File: src/rtl/pzcorebus_request_arbiter_ctrl.sv
// rtl/pzcorebus_request_arbiter_ctrl.sv - round-robin request arbiter with write-data owner FIFO
// Commands are granted round-robin and held until accepted; write data follows command order.
module pzcorebus_request_arbiter_ctrl #(
  parameter int REQUESTERS       = 2,
  parameter int COMMAND_WIDTH    = 64,
  parameter int WRITE_DATA_WIDTH = 128,
  parameter int OWNER_DEPTH      = 4,
  localparam int IW = (REQUESTERS > 1) ? $clog2(REQUESTERS) : 1
) (
  input  logic                                   i_clk,
  input  logic                                   i_rst,
  input  logic [REQUESTERS-1:0]                  i_mcmd_valid,
  output logic [REQUESTERS-1:0]                  o_scmd_accept,
  input  logic [REQUESTERS*COMMAND_WIDTH-1:0]    i_mcmd,
  input  logic [REQUESTERS-1:0]                  i_mcmd_write,
  input  logic [REQUESTERS-1:0]                  i_mdata_valid,
  input  logic [REQUESTERS-1:0]                  i_mdata_last,
  input  logic [REQUESTERS*WRITE_DATA_WIDTH-1:0] i_mdata,
  output logic [REQUESTERS-1:0]                  o_sdata_accept,
  output logic                                   o_mcmd_valid,
  input  logic                                   i_scmd_accept,
  output logic [COMMAND_WIDTH-1:0]               o_mcmd,
  output logic [IW-1:0]                          o_mcmd_id,
  output logic                                   o_mdata_valid,
  input  logic                                   i_sdata_accept,
  output logic [WRITE_DATA_WIDTH-1:0]            o_mdata,
  output logic                                   o_mdata_last
);

  localparam int PW   = $clog2(OWNER_DEPTH);
  localparam int CNTW = $clog2(OWNER_DEPTH + 1);

  typedef enum logic {ST_IDLE, ST_LOCKED} state_t;

  state_t            state_q, state_d;
  logic [IW-1:0]     rr_ptr_q, rr_ptr_d;
  logic [IW-1:0]     lock_id_q, lock_id_d;
  logic [IW-1:0]     owner_q [OWNER_DEPTH];
  logic [IW-1:0]     owner_d [OWNER_DEPTH];
  logic [PW-1:0]     wr_ptr_q, wr_ptr_d;
  logic [PW-1:0]     rd_ptr_q, rd_ptr_d;
  logic [CNTW-1:0]   count_q, count_d;

  logic                  owner_full;
  logic                  owner_empty;
  logic [REQUESTERS-1:0] eligible;
  logic                  pick_found;
  logic [IW-1:0]         pick_id;
  logic [IW-1:0]         cand_id;
  int                    cand;
  logic                  cmd_valid;
  logic [IW-1:0]         granted_id;
  logic                  cmd_accept;
  logic                  push;
  logic                  pop;
  logic                  data_sel;
  logic [IW-1:0]         head_id;

  function automatic logic [IW-1:0] id_inc(input logic [IW-1:0] id);
    return (id == IW'(REQUESTERS - 1)) ? '0 : id + IW'(1);
  endfunction

  function automatic logic [PW-1:0] ptr_inc(input logic [PW-1:0] p);
    return (p == PW'(OWNER_DEPTH - 1)) ? '0 : p + PW'(1);
  endfunction

  // Eligibility uses the registered full flag, so a same-cycle pop never frees a slot.
  assign owner_full  = (count_q == CNTW'(OWNER_DEPTH));
  assign owner_empty = (count_q == '0);
  assign eligible    = i_mcmd_valid & ~(i_mcmd_write & {REQUESTERS{owner_full}});

  always_comb begin
    pick_found = 1'b0;
    pick_id    = '0;
    cand       = 0;
    cand_id    = '0;
    for (int i = 0; i < REQUESTERS; i++) begin
      cand = int'(rr_ptr_q) + i;
      if (cand >= REQUESTERS) cand = cand - REQUESTERS;
      cand_id = cand[IW-1:0];
      if (!pick_found && eligible[cand_id]) begin
        pick_found = 1'b1;
        pick_id    = cand_id;
      end
    end
  end

  always_comb begin
    granted_id = (state_q == ST_LOCKED) ? lock_id_q : pick_id;
    cmd_valid  = 1'b0;
    if (!i_rst) begin
      cmd_valid = (state_q == ST_LOCKED) ? i_mcmd_valid[lock_id_q] : pick_found;
    end
    cmd_accept = cmd_valid && i_scmd_accept;
    push       = cmd_accept && i_mcmd_write[granted_id];
  end

  always_comb begin
    state_d   = state_q;
    rr_ptr_d  = rr_ptr_q;
    lock_id_d = lock_id_q;
    if (cmd_valid) begin
      if (cmd_accept) begin
        state_d  = ST_IDLE;
        rr_ptr_d = id_inc(granted_id);
      end else if (state_q == ST_IDLE) begin
        state_d   = ST_LOCKED;
        lock_id_d = pick_id;
      end
    end
  end

  assign o_mcmd_valid  = cmd_valid;
  assign o_mcmd_id     = cmd_valid ? granted_id : '0;
  assign o_mcmd        = cmd_valid ? i_mcmd[granted_id*COMMAND_WIDTH +: COMMAND_WIDTH] : '0;
  assign o_scmd_accept = cmd_accept ? (REQUESTERS'(1) << granted_id) : '0;

  assign head_id        = owner_q[rd_ptr_q];
  assign data_sel       = !i_rst && !owner_empty;
  assign o_mdata_valid  = data_sel && i_mdata_valid[head_id];
  assign o_mdata_last   = data_sel && i_mdata_last[head_id];
  assign o_mdata        = data_sel ? i_mdata[head_id*WRITE_DATA_WIDTH +: WRITE_DATA_WIDTH] : '0;
  assign o_sdata_accept = (data_sel && i_sdata_accept) ? (REQUESTERS'(1) << head_id) : '0;
  assign pop            = o_mdata_valid && i_sdata_accept && o_mdata_last;

  always_comb begin
    owner_d  = owner_q;
    wr_ptr_d = wr_ptr_q;
    rd_ptr_d = rd_ptr_q;
    count_d  = count_q;
    if (push) begin
      owner_d[wr_ptr_q] = granted_id;
      wr_ptr_d          = ptr_inc(wr_ptr_q);
    end
    if (pop) rd_ptr_d = ptr_inc(rd_ptr_q);
    if (push && !pop) count_d = count_q + CNTW'(1);
    else if (pop && !push) count_d = count_q - CNTW'(1);
  end

  always_ff @(posedge i_clk) begin
    if (i_rst) begin
      state_q   <= ST_IDLE;
      rr_ptr_q  <= '0;
      lock_id_q <= '0;
      wr_ptr_q  <= '0;
      rd_ptr_q  <= '0;
      count_q   <= '0;
      for (int i = 0; i < OWNER_DEPTH; i++) owner_q[i] <= '0;
    end else begin
      state_q   <= state_d;
      rr_ptr_q  <= rr_ptr_d;
      lock_id_q <= lock_id_d;
      wr_ptr_q  <= wr_ptr_d;
      rd_ptr_q  <= rd_ptr_d;
      count_q   <= count_d;
      owner_q   <= owner_d;
    end
  end

endmodule

File: config.mk
export PLATFORM = sky130hd
export DESIGN_NAME = pzcorebus_request_arbiter_ctrl
export DESIGN_NICKNAME = d
export VERILOG_FILES = /design/src/rtl/pzcorebus_request_arbiter_ctrl.sv
export SDC_FILE = /design/constraint.sdc
export NUM_CORES = 1
export LEC_CHECK = 0
export BUFFER_PORTS_ARGS = -buffer_cell sky130_fd_sc_hd__buf_2
export CAP_MARGIN = 40
export CORE_AREA = 3 3 229 231
export CTS_CLUSTER_SIZE = 12
export DETAILED_ROUTE_END_ITERATION = 8
export DIE_AREA = 0 0 232 234
export GPL_ROUTABILITY_DRIVEN = 0
export SLEW_MARGIN = 10
export SYNTH_ARGS = -nofsm -noshare
export SYNTH_HDL_FRONTEND = slang
export SYNTH_SLANG_ARGS = --single-unit
File: constraint.sdc
create_clock -name i_clk -period 7 [get_ports i_clk]
set_input_delay 0.35 -clock i_clk [delete_from_list [all_inputs] [get_ports i_clk]]
set_output_delay 0.35 -clock i_clk [all_outputs]
set_load 0.01 [all_outputs]
==> summary.md <==
| Metric | Value |
|---|---|
| Hold Startpoint | i_mcmd_valid[0] |
| Floorplan die width | between 200 and 250 µm |
| Mean area per synthesized cell | approximately 4.9 µm² |
| Area enclosed by the die boundary | 54300 µm² |
| Share of final-layout standard cells stronger than drive strength 1 | 0.479 |
| Maximum number of pins on one net before global-route repair | 132 |
| CTS tree | yes |
| # IOs | 596 |
| Final Setup Violations | 0 |
| Number of antenna violations at the first check in global routing | 0 |
| Count of inserted antenna diode cells | 0 |
| Post-synth cell types | 42 |
| Transition time of the tightest slew-check pin | between 700 and 800 ps |
| Total track usage | 0.0784 |
| Buffer levels on the longest clock path | 2 |
| Worst slack after detailed placement | between 3000 and 4000 ps |
| Number of maximum-capacitance constraint violations | 0 |
| Clock H-tree levels | 1 |
| CP arrival | 3590 ps |
| Per-cell via count in the routed design | 3.54 |
| Top achievable clock speed | roughly 0.3 GHz |
| Final layout net count | approximately 1700 |
| Worst Path Max Fanout | 61 |
| Clock-pin slew of the registers on the worst-case setup and hold paths | about 50 ps |
| Worst min-delay path class | in -> reg |
| Commonest non-fill, non-tap cells in the layout | 595 x sky130_fd_sc_hd__buf_2, 397 x sky130_fd_sc_hd__nand2_1, 199 x sky130_fd_sc_hd__a21oi_1 |
| Root buffer selected by CTS | sky130_fd_sc_hd__clkbuf_16 |
| Gate Count Post-Synth | 755 |
| Initial core utilization | 0.0732 |
| CP startpoint kind | flip-flop |
| Post-synthesis net count | about 1200 |
| Setup_tns | 0 ps |
| Count of unresolved DRC violations after routing | 0 |
| Crit end category | flip-flop |
| Post-route fraction of the period consumed by the critical path | 0.487 |
| Detailed placement HPWL | 21.0 mm |
| Setup repair after global routing missed its margin | false |
| R2R Path Start | rd_ptr_q[0] |
| Worst-Skew Late Latency | between 200 and 300 ps |
| Setup slack after layout | about 3600 ps |
| Synth Warn # | 0 |
| Worst Skew | 5.28 ps |
| Post-synthesis to final-layout area growth | 100% |
| Via count of the routed design | 6939 |
| Number of hold violations in the final report | 0 |
| Static leakage | 4.20 nW |
| Chip Height | 234 µm |
| Worst slew margin relative to its limit | 0.492 |
| Most frequent standard cell in the layout excluding fill and tap cells | sky130_fd_sc_hd__buf_2 |
| PD cells | 94.3 nW/µm² |
| Global-route wire length before repair | 33.7 mm |
| Quantity of gates resized following cts | 0 |
| Final global-route overflow total | 0 |
| Via count of the first global-routing pass | 5875 |
| Number of antenna-violating nets in the routed design | 0 |
| Worst Setup SP | rd_ptr_q[0] |
| Clock sinks | 14 |
| 1st-pass router iterations | 5 |
| FFs w/ async S/R, synth | 0 |
| Number of buffers inserted by port buffering | approximately 600 |
| Seq/Total Area, Yosys | 0.0762 |
| Number of buffers created by CTS | 3 |
| Detailed-route wire length per cell | 12.8 µm |
| Tmin final | approximately 3400 ps |
| Std cell rows | between 80 and 90 |
| Core area | 50300 µm² |
| Setup bufs post-CTS | 0 |
| Worst vdd rail ir drop | 0.0000747 V |
| Violation count after the first detailed-routing iteration | 433 |
| Number of buffers added to fix hold violations after cts | 0 |
| Synthesized flop and latch total | 14 |
| Critical setup path kind | reg -> reg |
| Final-report max-slew violation count | 0 |
| Prevailing post-synth register cell | sky130_fd_sc_hd__dfxtp_1 |
| Required @ worst endpoint | 7180 ps |
| Run status | completed |
| Number of synthesized flops with an enable pin | 0 |
| Total Wirelength | 25.0 mm |
| Mapped Area | 3680 µm² |
[power by group]
group          total (mW)  internal [mW]  switching [mW]
clock               0.107         0.0747          0.0321
combinational       0.499          0.208           0.292
sequential         0.0897         0.0843         0.00539
[cell families (layout without fill, tap and decap cells)]
| logic type | count (synthesis) | count (layout) | synth area share |
|---|---|---|---|
| compound gates | 222 | 222 | 0.325 |
| xor+xnor | 2 | 2 | 0.00476 |
| fa+ha+maj | 7 | 7 | 0.0258 |
| buf+inv | 79 | 614 | 0.0949 |
| flops | 14 | 14 | 0.0762 |
| mux | 8 | 8 | 0.0272 |
| simple gates | 423 | 423 | 0.446 |
[cells in the mapped netlist (2+ instances only)]
| cell | instances | area (µm²) |
|---|---|---|
| sky130_fd_sc_hd__inv_1 | 8 | 30.0 |
| sky130_fd_sc_hd__mux2i_1 | 4 | 40.0 |
| sky130_fd_sc_hd__o21ai_1 | 3 | 15.0 |
| sky130_fd_sc_hd__nand4bb_1 | 2 | 22.5 |
| sky130_fd_sc_hd__a311oi_1 | 4 | 35.0 |
| sky130_fd_sc_hd__ha_1 | 6 | 75.1 |
| sky130_fd_sc_hd__a41oi_1 | 4 | 35.0 |
| sky130_fd_sc_hd__nor2b_1 | 3 | 18.8 |
| sky130_fd_sc_hd__nor2_1 | 10 | 37.5 |
| sky130_fd_sc_hd__clkbuf_1 | 37 | 139 |
| sky130_fd_sc_hd__dfxtp_1 | 14 | 280 |
| sky130_fd_sc_hd__a21oi_1 | 199 | 996 |
| sky130_fd_sc_hd__a21o_1 | 2 | 15.0 |
| sky130_fd_sc_hd__buf_2 | 30 | 150 |
| sky130_fd_sc_hd__nand3_1 | 2 | 10.0 |
| sky130_fd_sc_hd__xor2_1 | 2 | 17.5 |
| sky130_fd_sc_hd__or3_1 | 3 | 18.8 |
| sky130_fd_sc_hd__nand2_1 | 397 | 1490 |
| sky130_fd_sc_hd__buf_4 | 2 | 15.0 |
[final timing paths]
| kind | endpoint | cells after the start | slack (ps) |
|---|---|---|---|
| worst max-delay path | count_q[2] | 9 | 3590 |
| worst min-delay path | state_q | 4 | 460 |
| worst max register to register | count_q[2] | 9 | 3590 |
| worst min register to register | rr_ptr_q | 2 | 460 |
[critical path: stages, from the launching register on]
cell                       delay, ps
sky130_fd_sc_hd__dfxtp_1         450
sky130_fd_sc_hd__mux4_4         1020
sky130_fd_sc_hd__and3_4          340
sky130_fd_sc_hd__o211ai_4        220
sky130_fd_sc_hd__ha_1            220
sky130_fd_sc_hd__inv_1            60
sky130_fd_sc_hd__fa_1            380
sky130_fd_sc_hd__xor2_1          180
sky130_fd_sc_hd__or3_1           310
sky130_fd_sc_hd__a21oi_1         150
[flip-flops by register name (all words and copies together) (netlist names)]
signal,flops
rd_ptr_q,2
count_q,3
state_q,1
lock_id_q,1
wr_ptr_q,2
rr_ptr_q,1
owner_q,4
[per-layer routing]
metal	routed length (µm)	vias to the layer above	global-route usage
met3	2380	13	0.0165
met2	11800	350	0.124
met1	10700	3042	0.114
met4	145	0	0.00581
met5	0	-	0
li1	-	3534	-
[per-stage QoR]
stage | utilization | total power [mW] | cell area (µm²) | std cells | hold slack (ps)
after floorplan | - | 0.344 | 3680 | 755 | 437
after global placement | 0.145 | 0.591 | 7270 | 1958 | 469
after detailed placement | 0.145 | 0.592 | 7300 | 1959 | 456
after CTS | 0.147 | 0.703 | 7370 | 1962 | 451
after global routing | 0.147 | 0.761 | 7370 | 1962 | 478
final | 0.147 | 0.696 | 7370 | 1962 | 459
[final cells by class]
| cell class | instances | area (µm²) |
|---|---|---|
| fillers | 5884 | 42900 |
| clock buffers | 3 | 75.1 |
| multi-input cells | 662 | 3080 |
| well taps | 672 | 841 |
| repair buffers | 602 | 3060 |
| flip-flops and latches | 14 | 280 |
| inverters | 9 | 33.8 |
Note: power is estimated with default switching activity, not from simulation.
